==> src/rtl/count_arbiter.sv <==
// count_arbiter
//
// Round-robin controller that lends one shared 8-bit up-counter to two
// requesters. For each granted run it clears the counter for one cycle, then
// triggers it until it reaches the winner's latched target, and finally
// pulses `done` to the winner. A run can be cancelled by `abort` or by the
// owner dropping its request; a cancelled run returns to idle without `done`.
//
// Ports:
//   clock        in   system clock, rising edge
//   reset        in   asynchronous active-low reset
//   req          in   [1:0] request level per requester
//   target0      in   [WIDTH-1:0] stop value for requester 0, latched at grant
//   target1      in   [WIDTH-1:0] stop value for requester 1, latched at grant
//   abort        in   synchronous cancel of the current run
//   grant        out  [1:0] one-hot owner of the counter, 0 when idle
//   done         out  [1:0] one-cycle completion pulse to the owner
//   busy         out  high whenever the controller is not idle
//   ctr_clear    out  synchronous clear to the counter
//   ctr_trigger  out  increment enable to the counter (combinational)
//   ctr_count    in   [WIDTH-1:0] current counter value

module count_arbiter #(
  parameter int unsigned WIDTH = 8
) (
  input  logic             clock,
  input  logic             reset,
  input  logic [1:0]       req,
  input  logic [WIDTH-1:0] target0,
  input  logic [WIDTH-1:0] target1,
  input  logic             abort,
  output logic [1:0]       grant,
  output logic [1:0]       done,
  output logic             busy,
  output logic             ctr_clear,
  output logic             ctr_trigger,
  input  logic [WIDTH-1:0] ctr_count
);

  typedef enum logic [1:0] {
    StIdle,
    StClear,
    StRun,
    StDone
  } state_e;

  state_e           state_q;
  logic [WIDTH-1:0] tgt_q;
  logic             last_q;     // index of the most recent winner
  logic [1:0]       grant_q;
  logic [1:0]       done_q;
  logic             busy_q;
  logic             ctr_clear_q;

  logic             winner;
  logic             owner_req;
  logic             active;
  logic             cancel;
  logic             cnt_hit;

  // Winner selection: a lone requester wins outright; on contention the
  // requester that did not win last time gets the counter.
  always_comb begin
    winner = 1'b0;
    case (req)
      2'b01:   winner = 1'b0;
      2'b10:   winner = 1'b1;
      default: winner = ~last_q;
    endcase
  end

  // The owner is still asking if its request bit overlaps the one-hot grant.
  assign owner_req = |(req & grant_q);
  assign active    = (state_q == StClear) || (state_q == StRun);
  // Cancellation takes priority over reaching the target in the same cycle.
  assign cancel    = active && (abort || !owner_req);
  assign cnt_hit   = (ctr_count == tgt_q);

  // The only combinational output: stop triggering as soon as the target is
  // reached, and never trigger in a cycle that is being cancelled so the
  // counter holds its value.
  assign ctr_trigger = (state_q == StRun) && !cancel && !cnt_hit;

  always_ff @(posedge clock or negedge reset) begin
    if (!reset) begin
      state_q     <= StIdle;
      tgt_q       <= '0;
      last_q      <= 1'b1;
      grant_q     <= 2'b00;
      done_q      <= 2'b00;
      busy_q      <= 1'b0;
      ctr_clear_q <= 1'b0;
    end else begin
      done_q      <= 2'b00;
      ctr_clear_q <= 1'b0;
      unique case (state_q)
        StIdle: begin
          if (|req) begin
            state_q     <= StClear;
            tgt_q       <= winner ? target1 : target0;
            grant_q     <= winner ? 2'b10 : 2'b01;
            last_q      <= winner;
            busy_q      <= 1'b1;
            ctr_clear_q <= 1'b1;
          end
        end
        StClear: begin
          if (cancel) begin
            state_q <= StIdle;
            grant_q <= 2'b00;
            busy_q  <= 1'b0;
          end else begin
            state_q <= StRun;
          end
        end
        StRun: begin
          if (cancel) begin
            state_q <= StIdle;
            grant_q <= 2'b00;
            busy_q  <= 1'b0;
          end else if (cnt_hit) begin
            state_q <= StDone;
            done_q  <= grant_q;
          end
        end
        StDone: begin
          state_q <= StIdle;
          grant_q <= 2'b00;
          busy_q  <= 1'b0;
        end
        default: begin
          state_q <= StIdle;
          grant_q <= 2'b00;
          busy_q  <= 1'b0;
        end
      endcase
    end
  end

  assign grant     = grant_q;
  assign done      = done_q;
  assign busy      = busy_q;
  assign ctr_clear = ctr_clear_q;

endmodule

==> config.mk <==
export PLATFORM = sky130hd
export DESIGN_NAME = count_arbiter
export DESIGN_NICKNAME = d
export VERILOG_FILES = /design/src/rtl/count_arbiter.sv
export SDC_FILE = /design/constraint.sdc
export NUM_CORES = 1
export LEC_CHECK = 0
export ABC_CLOCK_PERIOD_IN_PS = 2250
export CORE_MARGIN = 10
export CORE_UTILIZATION = 35
export CTS_CLUSTER_DIAMETER = 120
export CTS_CLUSTER_SIZE = 40
export DETAILED_ROUTE_END_ITERATION = 6
export GPL_TIMING_DRIVEN = 0
export PLACE_DENSITY = 0.66
export SLEW_MARGIN = 25
export SYNTH_ARGS = -nofsm -noshare
export SYNTH_HDL_FRONTEND = slang
export SYNTH_SLANG_ARGS = --single-unit
==> constraint.sdc <==
create_clock -name clock -period 2.25 [get_ports clock]
set_clock_uncertainty 0.05 [all_clocks]
set_input_delay 0.45 -clock clock [delete_from_list [all_inputs] [get_ports clock]]
set_output_delay 0.45 -clock clock [all_outputs]
set_load 0.01 [all_outputs]
==> results.yml, run 1 <==
global_route:
  overflow: 0
  grt_max_degree: 18
  grt_usage: 0.0914
  grt_pass1_wl_mm: 3.81
  antenna_found_initial: 0
  grt_pass1_vias: 886
status:
  status: "complete, no violations"
sta:
  relSlewSlack: 0.485
  final_hold_viol_count: 0
  fin_crit_ps: 2110
  worstMarginPinSlew_ps: 770
  fmax_mhz: 473
  finalSetupViolations: 0
  hold_ws_ps: 432
  rsz0062_at_grt: "no"
  fin_crit_sh: 0.939
  drv_slew: 0
  worst_slack_ps: 136
pwr:
  switching_share: 0.386
  total_power_mw: 1.37
  pwr-share-clk: 0.123
  intPower_uw: 841
  power_frac_comb: 0.492
  powerDensity_mw_per_mm2: 983
  pwr-share-seq: 0.385
  switchingPower_uw: 527
  ir_worst_vdd_mv: 0.527
  leakage_nw: 0.615
yosys:
  async_reset_ff_frac: 1.00
  synth.distinct_cells: 28
  syn_nets: 130
  synth_edf_count: 0
  ys_seq_area_frac: 0.439
  ys.flop_type: "dfrtp_1"
  netlist_area_um2: 972
  ys_ff_latch: 17
  avgSynthCellArea_um2: 10.2
  synth_warnings: 0
  syn-instance-count: 95
die:
  die_area_mm2: 0.00529
  core_area_mm2: 0.00271
  die_w_um: 72.7
  num_rows: 19
  io_pins: 36
  initial_core_util: 0.359
  die-height_um: 72.7
setup_path:
  cpLargestDelayFamily: "buffers and inverters"
  cp.arrival_ps: 1610
  cpPeakStageDelay_ps: 520
  path_cells: "clkdlybuf4s50_1, a22oi_2, o21ai_2, nand2_2, nor2_1, clkbuf_2"
  crit_path_top_delay_cell: "clkdlybuf4s50_1"
  worst_ep_required_time_ps: 1750
  startpoint_type: "primary input"
  cp_num_buf_inv: 2
  critPathCaptureType: "output pin"
  path_max_fanout: 4
  critical_path_class: "primary input to output pin"
placement:
  globalplace.congestion: 0.754
  post-place-ws_ps: -267
  placed_cells: 161
  placed_cell_area_mm2: 0.00136
  port_buffers: 35
clock_network:
  cts_sinks: 17
  ctsHoldBuffers: 0
  path_clk_slew_ps: 110
  root_buffer: "clkbuf_4"
  cts_buffer_depth: 2
  htree_levels: 1
  clkLatencyLatePin_ps: 290
  numCtsBuffers: 3
  cts_tree: "done"
layout:
  finalNetCount: 171
  final_cell_area_mm2: 0.00139
  finalNonFillerCells: 166
  antenna-diode-count: 0
  layout-drive-gt1-share: 0.133
  area_growth_pct: 43.1
run:
  maxCapViolCount: 0
routing:
  dr.first_iter.drc_count: 22
  ant_nets: 0
  wl_per_cell_um: 14.0
  drc: 0
  dr.pass1.iters: 4
  viasPerCell: 4.80
  wl_mm: 2.32
  via_count: 797
hold_path:
  min_path_type: "flop to flop"
[state kept, by name, indices dropped and copies added, names as in the netlist]
register   flops
last_q         1
tgt_q          8
busy           1
ctr_clear      1
state_q        2
done           2
grant          2
[Yosys cell counts (all sizes together) (2+ instances only)]
library cell / n / share of area
and2: 2 / 0.013
nor2: 2 / 0.010
inv: 8 / 0.031
o21ai: 13 / 0.071
buf: 3 / 0.022
xnor2: 8 / 0.072
nand2: 15 / 0.060
o31ai: 2 / 0.030
nand4: 2 / 0.013
a22oi: 2 / 0.021
ha: 6 / 0.077
mux2i: 9 / 0.097
dfrtp: 16 / 0.41
[path summary, 6_finish.rpt]
| check | from | to | slack [ps] | cells past startpoint |
|---|---|---|---|---|
| worst max-delay path | req[1] | ctr_trigger | 140 | 6 |
| worst min-delay path | last_q | last_q | 430 | 2 |
| worst max register to register | state_q[1] | tgt_q[3] | 740 | 7 |
| worst min register to register | last_q | last_q | 430 | 2 |
| max in group asynchronous | reset | tgt_q[3] | 1120 | 1 |
| min in group asynchronous | reset | tgt_q[1] | 550 | 1 |
[through the flow]
stage / TNS (ps) / util
after floorplan: 0 / -
after global placement: -337 / 0.502
after detailed placement: -364 / 0.502
after CTS: 0 / 0.512
after global routing: 0 / 0.513
final: 0 / 0.513
[cells in the final DEF (no fill, tap or decap)]
cell type,synthesis,layout
o21ai_1,12,12
nand2_2,1,1
buf_6,1,1
mux2i_2,1,1
nor2_2,1,1
inv_2,1,1
dfrtp_1,16,16
and2_1,2,2
mux2i_1,8,8
o211ai_1,1,1
o31ai_4,1,1
nand2_1,14,14
xnor2_1,8,8
inv_1,7,7
buf_4,0,1
nor2_1,1,1
clkbuf_4,0,3
clkbuf_2,0,1
dfstp_2,1,1
o2bb2ai_1,1,1
a22oi_2,1,1
a21oi_1,1,1
nor3_2,1,1
nand2b_1,1,1
a22oi_1,1,1
clkinv_2,0,1
o21ai_2,1,1
o31ai_1,1,1
nand4_1,2,2
buf_2,2,2
ha_1,6,6
clkdlybuf4s50_1,0,34
nor2b_1,1,1
[layer usage]
layer  global-route usage  up-vias  part of all wire
met2                0.176       16              0.58
met1               0.0862      378              0.36
met4               0.0527        0             0.019
met3               0.0177        2             0.035
li1                     -      401                 -
met5                    0        -                 0
[final cells by class]
cell class	instances	area [um^2]
clock buffers	3	22.5
plain buffers	3	21.3
well taps	31	38.8
clock inverters	1	5.00
multi-input cells	67	494
repair buffers	36	353
flip-flops and latches	17	427
inverters	8	30.0
fillers	261	1320
[worst register-to-register path: cells and delay by family (launching register included)]
kind / cells / cell delay [ps]
buffers and inverters: 3 / 550
and+or+nand+nor: 2 / 150
adders and majority gates: 1 / 210
DFF: 1 / 400
AOI/OAI and AO/OA: 1 / 90
[logic make-up after synthesis]
family                   after synthesis  synth area share
flip-flops                            17             0.439
XOR/XNOR                               8            0.0721
buffers and inverters                 11            0.0528
AO/OA/AOI/OAI                         20             0.143
AND/OR/NAND/NOR                       24             0.120
adder cells (fa/ha/maj)                6            0.0772
multiplexers                           9            0.0965
[power by group through the flow]
| stage | Clock [mW] | Combinational [mW] | Sequential (mW) |
|---|---|---|---|
| finish | 0.168 | 0.673 | 0.526 |
| global route | 0.189 | 0.757 | 0.545 |
| CTS | 0.174 | 0.688 | 0.529 |
| detailed placement | 0 | 0.691 | 0.536 |
| global placement | 0 | 0.667 | 0.526 |
| floorplan | 0 | 0.451 | 0.531 |
[timing repair]
item / in CTS / in global routing
endpoints found under the hold margin: 0 / 0
setup endpoints to repair: 1 / 1
buffers inserted: 0 / 1
pin swaps: 1 / 1
resized for setup: 1 / 2
No activity file was read; power rests on OpenSTA's default activity.
==> run 2, diff against run 1 <==
--- a/config.mk
+++ b/config.mk
@@ -11,7 +11,6 @@
 export CTS_CLUSTER_DIAMETER = 120
 export CTS_CLUSTER_SIZE = 40
 export DETAILED_ROUTE_END_ITERATION = 6
-export GPL_TIMING_DRIVEN = 0
 export PLACE_DENSITY = 0.66
 export SLEW_MARGIN = 25
 export SYNTH_ARGS = -nofsm -noshare
==> run 2 against run 1 <==
Against the previous run: fmax up 2.0%; combinational power up 5.1%; worst hold slack got worse by 7.0 ps; critical path type unchanged; sequential power barely moved; largest power group unchanged; non-clock buffer count is 5 higher; flip-flop and latch count unchanged.
==> results.yml, run 2 (synthesis results as in run 1) <==
status:
  status: "complete, no violations"
sta:
  worstMarginPinSlew_ps: 300
  worst_slack_ps: 178
  hold_ws_ps: 425
  drv_slew: 0
  final_hold_viol_count: 0
  fin_crit_sh: 0.921
  finalSetupViolations: 0
  rsz0062_at_grt: "no"
  fin_crit_ps: 2070
  relSlewSlack: 0.800
  fmax_mhz: 483
clock_network:
  htree_levels: 1
  cts_tree: "done"
  path_clk_slew_ps: 90
  root_buffer: "clkbuf_4"
  cts_sinks: 17
  cts_buffer_depth: 2
  ctsHoldBuffers: 0
  clkLatencyLatePin_ps: 280
  numCtsBuffers: 3
layout:
  final_cell_area_mm2: 0.00144
  regMostFlops: "tgt_q"
  finalNetCount: 176
  final_cell_mix: "clkdlybuf4s50_1, dfrtp_1, nand2_1, o21ai_1"
  final_common_cell: "clkdlybuf4s50_1"
  finalNonFillerCells: 171
  area_growth_pct: 48.3
  antenna-diode-count: 0
  largest_register_ffs: 8
  layout-drive-gt1-share: 0.164
run:
  maxCapViolCount: 0
die:
  core_area_mm2: 0.00271
  initial_core_util: 0.359
  die_w_um: 72.7
  io_pins: 36
  die-height_um: 72.7
  num_rows: 19
  die_area_mm2: 0.00529
routing:
  viasPerCell: 4.63
  ant_nets: 0
  drc: 0
  wl_mm: 2.24
  via_count: 792
  dr.pass1.iters: 4
  wl_per_cell_um: 13.1
  dr.first_iter.drc_count: 20
global_route:
  antenna_found_initial: 0
  grt_max_degree: 20
  overflow: 0
  grt_usage: 0.0870
  grt_pass1_vias: 827
  grt_pass1_wl_mm: 3.71
pwr:
  powerDensity_mw_per_mm2: 967
  leakage_nw: 0.641
  ir_worst_vdd_mv: 0.500
placement:
  placed_cells: 166
  post-place-ws_ps: -210
  dp_hpwl_mm: 1.89
  globalplace.congestion: 0.762
  port_buffers: 35
  placed_cell_area_mm2: 0.00141
setup_path:
  path_max_fanout: 2
  critical_path_class: "primary input to output pin"
  worst_ep_required_time_ps: 1750
  startpoint_type: "primary input"
  cp.arrival_ps: 1570
  critPathCaptureType: "output pin"
hold_path:
  min_path_type: "flop to flop"
## run 2: cell count changes in the layout (fill, tap and decap cells not counted), sizes merged
cell    previous run  this run
buf                4         9
clkbuf             4         5
clkinv             1         0
## run 2: cell type report
type,instances,area (um^2)
fillers,268,1270
inverters,8,30.0
flip-flops and latches,17,427
clock buffers,4,26.3
repair buffers,44,425
well taps,31,38.8
multi-input cells,67,494
## run 2: power by group
group | leakage [nW] | switching [mW] | internal [mW] | total [mW]
Sequential | 0.213 | 0.0903 | 0.439 | 0.529
Clock | 0.0150 | 0.0890 | 0.0688 | 0.158
Combinational | 0.413 | 0.339 | 0.368 | 0.707
Total | 0.641 | 0.518 | 0.876 | 1.39
## run 2: what timing repair did
| action | CTS | global route |
|---|---|---|
| pin swaps | 0 | 1 |
| resized for setup | 1 | 3 |
| endpoints found under the setup margin | 1 | 1 |
| setup buffers | 0 | 1 |
## run 2: through the flow
step	utilization	TNS [ps]	total power, mW
after floorplan	-	0	0.982
after global placement	0.521	-337	1.23
after detailed placement	0.521	-487	1.25
after CTS	0.530	0	1.41
after global routing	0.532	0	1.52
final	0.532	0	1.39
## run 2: routing by layer
layer / GRT usage / wire [um] / up-vias
li1: - / - / 410
met1: 0.0847 / 862 / 367
met2: 0.163 / 1250 / 13
met3: 0.0272 / 99 / 2
met4: 0.0380 / 34 / 0
met5: 0 / 0 / -
## run 2: final timing paths
path / start / end / slack (ps) / depth (start not counted)
max: req[0] / ctr_trigger / 180 / 6
min: last_q / last_q / 420 / 2
max reg2reg: state_q[0] / state_q[0] / 730 / 7
min reg2reg: last_q / last_q / 420 / 2
max in group asynchronous: reset / last_q / 1470 / 2
min in group asynchronous: reset / tgt_q[2] / 430 / 2
## run 2: worst max-delay path: stages
cell,delay (ps)
clkdlybuf4s50_1,490
a22oi_2,110
o21ai_2,190
nand2_2,80
nor2_1,110
clkbuf_2,140
